$ cat config.mk
export PLATFORM = sky130hd
export DESIGN_NAME = crc_frame_ctrl
export DESIGN_NICKNAME = d
export VERILOG_FILES = /design/src/rtl/crc_frame_ctrl.sv
export SDC_FILE = /design/constraint.sdc
export NUM_CORES = 1
export LEC_CHECK = 0
export ABC_AREA = 1
export CORE_MARGIN = 2
export CORE_UTILIZATION = 59
export CTS_CLUSTER_DIAMETER = 60
export DETAILED_ROUTE_END_ITERATION = 8
export HOLD_SLACK_MARGIN = 0.1
export PLACE_DENSITY = 0.93
export REMOVE_ABC_BUFFERS = 1
export SLEW_MARGIN = 0
export SYNTH_ARGS = -nofsm -noshare
export SYNTH_HDL_FRONTEND = slang
export SYNTH_SLANG_ARGS = --single-unit
export TNS_END_PERCENT = 5
$ cat constraint.sdc
create_clock -name CLK -period 2.8 [get_ports CLK]
set_input_delay 0.42 -clock CLK [delete_from_list [all_inputs] [get_ports CLK]]
set_output_delay 0.42 -clock CLK [all_outputs]
set_load 0.05 [all_outputs]
$ cat src/rtl/crc_frame_ctrl.sv
// rtl/crc_frame_ctrl.sv - byte-to-serial sequencer for a bit-serial CRC LFSR
// Feeds message bytes LSB-first into the LFSR, then gathers the serial CRC into a parallel word.
module crc_frame_ctrl #(
  parameter int CRC_W   = 8,
  parameter int TIMEOUT = 16
) (
  input  logic             CLK,
  input  logic             RST,
  input  logic [7:0]       IN_DATA,
  input  logic             IN_VALID,
  input  logic             IN_LAST,
  output logic             IN_READY,
  output logic             LFSR_RST,
  output logic             LFSR_ACTIVE,
  output logic             LFSR_DATA,
  input  logic             LFSR_CRC,
  input  logic             LFSR_VALID,
  output logic [CRC_W-1:0] CRC_OUT,
  output logic             CRC_DONE,
  output logic             ERR,
  output logic             BUSY
);

  localparam int CAP_W = (CRC_W > 1) ? $clog2(CRC_W) : 1;
  localparam int TMO_W = (TIMEOUT > 1) ? $clog2(TIMEOUT) : 1;

  typedef enum logic [2:0] {
    S_IDLE,
    S_CLEAR,
    S_SHIFT,
    S_DRAIN,
    S_DONE,
    S_ABORT
  } state_t;

  state_t             state_q, state_d;
  logic [2:0]         idx_q, idx_d;
  logic [7:0]         byte_q, byte_d;
  logic               last_q, last_d;
  logic [CAP_W-1:0]   cap_q, cap_d;
  logic [TMO_W-1:0]   tmo_q, tmo_d;
  logic [CRC_W-1:0]   shadow_q, shadow_d;

  logic               in_ready_q, in_ready_d;
  logic               lfsr_rst_q, lfsr_rst_d;
  logic               active_q, active_d;
  logic               data_q, data_d;
  logic               done_q, done_d;
  logic               err_q, err_d;
  logic               busy_q, busy_d;
  logic [CRC_W-1:0]   crc_out_q;
  logic               crc_load;

  logic               hs;

  assign hs = IN_VALID & in_ready_q;

  // State register; outputs are registered from the next-state decode below.
  always_ff @(posedge CLK) begin
    if (RST) begin
      state_q    <= S_IDLE;
      idx_q      <= '0;
      byte_q     <= '0;
      last_q     <= 1'b0;
      cap_q      <= '0;
      tmo_q      <= '0;
      shadow_q   <= '0;
      in_ready_q <= 1'b0;
      lfsr_rst_q <= 1'b0;
      active_q   <= 1'b0;
      data_q     <= 1'b0;
      done_q     <= 1'b0;
      err_q      <= 1'b0;
      busy_q     <= 1'b0;
      crc_out_q  <= '0;
    end else begin
      state_q    <= state_d;
      idx_q      <= idx_d;
      byte_q     <= byte_d;
      last_q     <= last_d;
      cap_q      <= cap_d;
      tmo_q      <= tmo_d;
      shadow_q   <= shadow_d;
      in_ready_q <= in_ready_d;
      lfsr_rst_q <= lfsr_rst_d;
      active_q   <= active_d;
      data_q     <= data_d;
      done_q     <= done_d;
      err_q      <= err_d;
      busy_q     <= busy_d;
      if (crc_load) begin
        crc_out_q <= shadow_d;
      end
    end
  end

  always_comb begin
    state_d  = state_q;
    idx_d    = idx_q;
    byte_d   = byte_q;
    last_d   = last_q;
    cap_d    = cap_q;
    tmo_d    = tmo_q;
    shadow_d = shadow_q;
    case (state_q)
      S_IDLE: begin
        if (hs) begin
          byte_d  = IN_DATA;
          last_d  = IN_LAST;
          state_d = S_CLEAR;
        end
      end
      S_CLEAR: begin
        idx_d   = 3'd0;
        state_d = S_SHIFT;
      end
      S_SHIFT: begin
        if (idx_q == 3'd7) begin
          if (last_q) begin
            cap_d    = '0;
            tmo_d    = '0;
            shadow_d = '0;
            state_d  = S_DRAIN;
          end else if (hs) begin
            // Next byte arrives on the final bit cycle so shifting continues without a gap.
            byte_d = IN_DATA;
            last_d = IN_LAST;
            idx_d  = 3'd0;
          end else begin
            state_d = S_ABORT;
          end
        end else begin
          idx_d = idx_q + 3'd1;
        end
      end
      S_DRAIN: begin
        tmo_d = tmo_q + TMO_W'(1);
        if (LFSR_VALID) begin
          shadow_d[cap_q] = LFSR_CRC;
          cap_d           = cap_q + CAP_W'(1);
        end
        // Completing the last capture on the final allowed cycle still counts as success.
        if (LFSR_VALID && (cap_q == CAP_W'(CRC_W - 1))) begin
          state_d = S_DONE;
        end else if (tmo_q == TMO_W'(TIMEOUT - 1)) begin
          state_d = S_ABORT;
        end
      end
      S_DONE:  state_d = S_IDLE;
      S_ABORT: state_d = S_IDLE;
      default: state_d = S_IDLE;
    endcase
  end

  always_comb begin
    in_ready_d = (state_d == S_IDLE) ||
                 ((state_d == S_SHIFT) && (idx_d == 3'd7) && !last_d);
    lfsr_rst_d = !((state_d == S_CLEAR) || (state_d == S_ABORT));
    active_d   = (state_d == S_SHIFT);
    data_d     = (state_d == S_SHIFT) ? byte_d[idx_d] : 1'b0;
    done_d     = (state_d == S_DONE);
    err_d      = (state_d == S_ABORT);
    busy_d     = (state_d != S_IDLE);
    crc_load   = (state_q == S_DRAIN) && (state_d == S_DONE);
  end

  assign IN_READY    = in_ready_q;
  assign LFSR_RST    = lfsr_rst_q;
  assign LFSR_ACTIVE = active_q;
  assign LFSR_DATA   = data_q;
  assign CRC_OUT     = crc_out_q;
  assign CRC_DONE    = done_q;
  assign ERR         = err_q;
  assign BUSY        = busy_q;

endmodule

==> results.sh, run 1 <==
export IMPL_yosysTopAreaCellShare=0.405
export IMPL_arrival_ns=2.28
export IMPL_vias_per_cell=5.28
export IMPL_mappedNetlistArea_mm2=0.00222
export IMPL_cts_repair_resized=0
export IMPL_endpoint_kind="flip-flop"
export IMPL_min_period_ns=2.08
export IMPL_grt_start_max_net_pins=32
export IMPL_detailedRoute_firstIterationViolations=250
export IMPL_worst_slew_pin_slew_ns=0.513
export IMPL_sequential_element_share_of_the_synthesized_area=0.405
export IMPL_die_width_um=65.4
export IMPL_ys_ff_latch=45
export IMPL_p_switching_w=0.000350
export IMPL_area_delta_synth_final_pct=18.7
export IMPL_setup_worst_path_class="reg -> reg"
export IMPL_die_y_um=65.4
export IMPL_timing_setup_tns_ns=0
export IMPL_post_cts_repair_setup_buffers=0
export IMPL_max_vdd_ir_drop_mv=0.429
export IMPL_cts_hold_fix_buffers=0
export IMPL_drc=0
export IMPL_layout_nets=367
export IMPL_overall_die_area_mm2=0.00428
export IMPL_yosys_top_cells_area="dfxtp_1, nand2_1, nor2_1, a21oi_1, inv_1"
export IMPL_floorplan_initialDensity=0.612
export IMPL_cts_num_sinks=45
export IMPL_number_of_i_o_port_buffers=28
export IMPL_timing_slew_headroom=0.657
export IMPL_globalRoute_totalOverflow=0
export IMPL_skew_ns=0.0111
export IMPL_worst_hold_path_type="reg -> reg"
export IMPL_min_period_over_period=0.745
export IMPL_rrSetupSlack_ns=0.72
export IMPL_syn_mean_instance_area_um2=6.99
export IMPL_combinationalPowerShare=0.150
export IMPL_cp_data_required_time_ns=2.99
export IMPL_final_design_area_no_fill_mm2=0.00264
export IMPL_pre_cts_ws_ns=0.662
export IMPL_post_dp_hpwl_um=3600
export IMPL_cellLeakagePower_nw=1.09
export IMPL_max_freq_mhz=480
export IMPL_setup_viol_count_final=0
export IMPL_p_int_w=0.000951
export IMPL_dr_pass1_iters=4
export IMPL_timing_final_ws_setup_ns=0.715
export IMPL_design_portCount=29
export IMPL_result_of_the_run="complete, no violations"
export IMPL_wl_um=4910
export IMPL_whs_ns=0.482
export IMPL_synthDominantAreaCellType="dfxtp_1"
export IMPL_first_pass_grt_wire_length_um=8340
export IMPL_total_vias_in_the_final_route=2095
export IMPL_hold_viol_final=0
export IMPL_tritoncts="built"
export IMPL_syn_inst=318
export IMPL_number_of_distinct_library_cells_after_synthesis=27
export IMPL_clk_pin_slew_ns=0.09
export IMPL_rows=22
export IMPL_drive_gt1_frac=0.106
export IMPL_ctsRootBufferMaster="clkbuf_8"
export IMPL_insertion_delay_ns=0.30
export IMPL_synth_warning_count=0
export IMPL_h_tree_depth=2
export IMPL_via_count_of_the_first_global_routing_pass=1950
export IMPL_seq_power_share=0.514
export IMPL_slew_violations=0
export IMPL_max_cap_viol_count=0
export IMPL_global_route_usage_total=0.250
export IMPL_dpl_cell_area_mm2=0.00254
export IMPL_final_common_cell="nand2_1"
export IMPL_pwr_share_clk=0.336
export IMPL_rsz_0062_raised_after_global_routing="false"
export IMPL_final_cell_mix="nand2_1, dfxtp_1, nor2_1"
export IMPL_tritoncts_num_buffers=5
export IMPL_route_antenna_remaining_nets=0
export IMPL_clock_tree_buffer_depth=2
export IMPL_routabilityCongestion=0.927
export IMPL_power_per_cell_area_mw_per_mm2=493
export IMPL_p_sw_frac=0.269
export IMPL_n_antenna_cell=0
export IMPL_crit_path_start_kind="flip-flop"
export IMPL_route_detailed_wl_per_inst_um=12.4
export IMPL_coreArea_mm2=0.00363
export IMPL_timing_critical_path_fanout_max=9
export IMPL_antenna_found_initial=0
[metrics by stage]
| stage | cells | util | power, W |
|---|---|---|---|
| 2_1_floorplan | 310 | - | 0.000806 |
| 3_3_place_gp | 389 | 0.699 | 0.000872 |
| 3_5_place_dp | 389 | 0.699 | 0.000876 |
| 4_1_cts | 397 | 0.727 | 0.00131 |
| 5_1_grt | 397 | 0.727 | 0.00136 |
| 6_report | 397 | 0.727 | 0.00130 |
[cells in the mapped netlist (all sizes together)]
library cell,instances
o21ai,30
dfxtp,45
nand3,26
nand2,68
inv,46
buf,4
a21oi,33
nand3b,1
clkbuf,4
nand4,2
ha,5
nor3,3
o211ai,1
a211oi,2
xor2,1
nor2,47
[per-layer routing]
metal	share of wire	track usage	vias up
li1	-	-	1076
met1	0.44	0.297	949
met2	0.49	0.434	63
met3	0.054	0.0702	7
met4	0.015	0.0859	0
met5	0	0	-
[worst paths after layout]
kind / cells after the start / to / startpoint
max: 9 / CRC_OUT[5]$_SDFFE_PP0P_ / idx_q[1]$_SDFF_PP0_
min: 2 / byte_q[2]$_SDFF_PP0_ / byte_q[2]$_SDFF_PP0_
max reg2reg: 9 / CRC_OUT[5]$_SDFFE_PP0P_ / idx_q[1]$_SDFF_PP0_
min reg2reg: 2 / byte_q[2]$_SDFF_PP0_ / byte_q[2]$_SDFF_PP0_
[logic make-up after synthesis]
group,after synthesis,synth area share
AOI/OAI and AO/OA,66,0.164
xor gates and xnor gates,1,0.00394
buffers and inverters,54,0.0990
adders and majority gates,5,0.0281
DFF,45,0.405
and+or+nand+nor,147,0.300
[state kept, by name, indices dropped and copies added (netlist names)]
signal and count:
CRC_OUT 8, byte_q 8, shadow_q 8, tmo_q 4
cap_q 3, idx_q 3, state_q 3, BUSY 1
CRC_DONE 1, ERR 1, IN_READY 1, LFSR_ACTIVE 1
LFSR_DATA 1, LFSR_RST 1, last_q 1
[critical path: stages (launching register included)]
cell     delay (ns)
dfxtp_1        0.42
ha_1           0.18
ha_1           0.31
nand3_2        0.17
nand2_1        0.13
nand3_2        0.09
nor2_2         0.22
nand2_2        0.15
o21ai_0        0.23
nor2_1         0.06
[power by group through the flow]
stage | Combinational [W] | Sequential, W | Clock (W)
floorplan | 0.000101 | 0.000704 | 0
global placement | 0.000188 | 0.000684 | 0
detailed placement | 0.000191 | 0.000684 | 0
CTS | 0.000193 | 0.000669 | 0.000450
global route | 0.000211 | 0.000671 | 0.000473
finish | 0.000195 | 0.000669 | 0.000437
[area by class of cell]
type	instances	area, um2
tap	48	60.1
multi-input combinational	219	1100
clock buffer	7	96.3
fill	290	993
sequential	45	901
timing repair buffer	31	303
inverter	46	173
clock inverter	1	5.00
(Power assumes the default switching activity.)
==> inputs of run 2 (changes only) <==
CORE_UTILIZATION = 49   (was 59)
PLACE_DENSITY = 0.83   (was 0.93)
clock period = 1.9 ns   (was 2.8 ns; I/O delays follow)
==> run 2 against run 1 <==
  * Largest power group unchanged
  * First-iteration DRC count is 47% lower
  * Core utilization is 9.9 points lower
  * Critical path type unchanged
  * Sequential cell count stayed put
  * Largest cell class unchanged
==> results.sh, run 2 (synthesized netlist as in run 1, its figures left out) <==
export IMPL_wl_um=5050
export IMPL_cellLeakagePower_nw=1.13
export IMPL_route_antenna_remaining_nets=0
export IMPL_post_dp_hpwl_um=3660
export IMPL_overall_die_area_mm2=0.00509
export IMPL_route_detailed_wl_per_inst_um=12.3
export IMPL_min_period_over_period=0.942
export IMPL_timing_critical_path_fanout_max=9
export IMPL_via_count_of_the_first_global_routing_pass=1977
export IMPL_p_sw_frac=0.272
export IMPL_cp_data_required_time_ns=2.09
export IMPL_antenna_found_initial=0
export IMPL_design_portCount=29
export IMPL_min_period_ns=1.79
export IMPL_final_core_util=0.628
export IMPL_global_route_usage_total=0.204
export IMPL_tritoncts_num_buffers=5
export IMPL_detailedRoute_firstIterationViolations=133
export IMPL_vias_per_cell=5.16
export IMPL_power_per_cell_area_mw_per_mm2=688
export IMPL_die_y_um=71.4
export IMPL_seq_power_share=0.525
export IMPL_floorplan_initialDensity=0.511
export IMPL_tritoncts="built"
export IMPL_die_width_um=71.4
export IMPL_grt_start_max_net_pins=18
export IMPL_worst_hold_path_type="reg -> reg"
export IMPL_max_vdd_ir_drop_mv=0.546
export IMPL_coreArea_mm2=0.00435
export IMPL_clock_tree_buffer_depth=2
export IMPL_ff_latch_area_um2=901
export IMPL_first_pass_grt_wire_length_um=8300
export IMPL_ctsRootBufferMaster="clkbuf_8"
export IMPL_final_common_cell="nand2_1"
export IMPL_p_switching_w=0.000512
export IMPL_fillerInstances=400
export IMPL_cts_hold_fix_buffers=0
export IMPL_area_delta_synth_final_pct=22.9
export IMPL_pwr_share_clk=0.318
export IMPL_rsz_0062_raised_after_global_routing="false"
export IMPL_drive_gt1_frac=0.132
export IMPL_crit_path_start_kind="flip-flop"
export IMPL_final_design_area_no_fill_mm2=0.00273
export IMPL_cts_num_sinks=45
export IMPL_report_power_total_w=0.00188
export IMPL_slew_violations=0
export IMPL_number_of_i_o_port_buffers=28
export IMPL_skew_ns=0.0101
export IMPL_setup_viol_count_final=0
export IMPL_rows=24
export IMPL_multiInputGateArea_mm2=0.00112
export IMPL_drc=0
export IMPL_globalRoute_totalOverflow=0
export IMPL_timing_slew_headroom=0.657
export IMPL_routabilityCongestion=0.875
export IMPL_worst_slew_pin_slew_ns=0.512
export IMPL_total_vias_in_the_final_route=2110
export IMPL_insertion_delay_ns=0.30
export IMPL_h_tree_depth=2
export IMPL_clk_pin_slew_ns=0.08
export IMPL_n_antenna_cell=0
export IMPL_setup_worst_path_class="reg -> reg"
export IMPL_timing_setup_tns_ns=0
export IMPL_dr_pass1_iters=4
export IMPL_endpoint_kind="flip-flop"
export IMPL_result_of_the_run="complete, no violations"
export IMPL_hold_viol_final=0
export IMPL_dpl_cell_area_mm2=0.00260
export IMPL_layout_nets=376
export IMPL_max_cap_viol_count=0
export IMPL_p_int_w=0.00137
export IMPL_final_cell_mix="nand2_1, dfxtp_1, nor2_1"
export IMPL_combinationalPowerShare=0.158
export IMPL_max_freq_mhz=559
export IMPL_arrival_ns=1.98
## run 2: cell count changes in the layout (fill, tap and decap cells not counted), sizes merged
cell	before	now
clkinv	1	0
buf	3	12
## run 2: area by class of cell
class | count | share of cell area
sequential | 45 | 0.330
multi-input combinational | 219 | 0.412
clock buffer | 7 | 0.0316
tap | 52 | 0.0238
timing repair buffer | 40 | 0.140
inverter | 46 | 0.0632
## run 2: critical path, cell delays in order (launching register included)
cell and delay, ns:
dfxtp_1 0.37, ha_2 0.22, ha_4 0.18, nand3_2 0.10, nand2_1 0.11, nand3_2 0.09, nor2_2 0.19, nand2_2 0.16
o21ai_0 0.21, nor2_1 0.05
## run 2: path summary, 6_finish.rpt
check,from,end,slack [ns],cells past startpoint
worst max-delay path,idx_q[0]$_SDFF_PP0_,CRC_OUT[1]$_SDFFE_PP0P_,0.11,9
worst min-delay path,tmo_q[3]$_SDFFE_PP0P_,tmo_q[3]$_SDFFE_PP0P_,0.48,2
worst max register to register,idx_q[0]$_SDFF_PP0_,CRC_OUT[1]$_SDFFE_PP0P_,0.11,9
worst min register to register,tmo_q[3]$_SDFFE_PP0P_,tmo_q[3]$_SDFFE_PP0P_,0.48,2
## run 2: repair_timing
item                                    4_1_cts  5_1_grt
endpoints found under the setup margin        0       13
setup buffers                                 0        1
resized for setup                             0        5
## run 2: power groups by stage
stage / sequential, W / clock, W / combinational (W)
after detailed placement: 0.00101 / 0 / 0.000292
after global placement: 0.00101 / 0 / 0.000285
after CTS: 0.000986 / 0.000602 / 0.000293
after floorplan: 0.00104 / 0 / 0.000149
final: 0.000987 / 0.000597 / 0.000296
after global routing: 0.000990 / 0.000647 / 0.000324
## run 2: metal layers
layer	track usage	up-vias	share of wire
met4	0.0713	0	0.0095
met2	0.359	56	0.50
met1	0.234	951	0.43
met3	0.0605	6	0.058
met5	0	-	0
li1	-	1097	-
## run 2: stage by stage
stage / hold slack, ns / std cells / setup WS, ns
finish: 0.479 / 409 / 0.110
CTS: 0.478 / 408 / 0.00665
global placement: 0.460 / 401 / 0.0293
detailed placement: 0.467 / 401 / 0.0243
global route: 0.508 / 409 / 0.00297
floorplan: 0.347 / 310 / 0.00228
==> inputs of run 3 (changes only) <==
CTS_CLUSTER_DIAMETER = 200   (was 60)
==> results of run 3 <==
The final DEF is identical to that of run 2; final timing and power are the same.
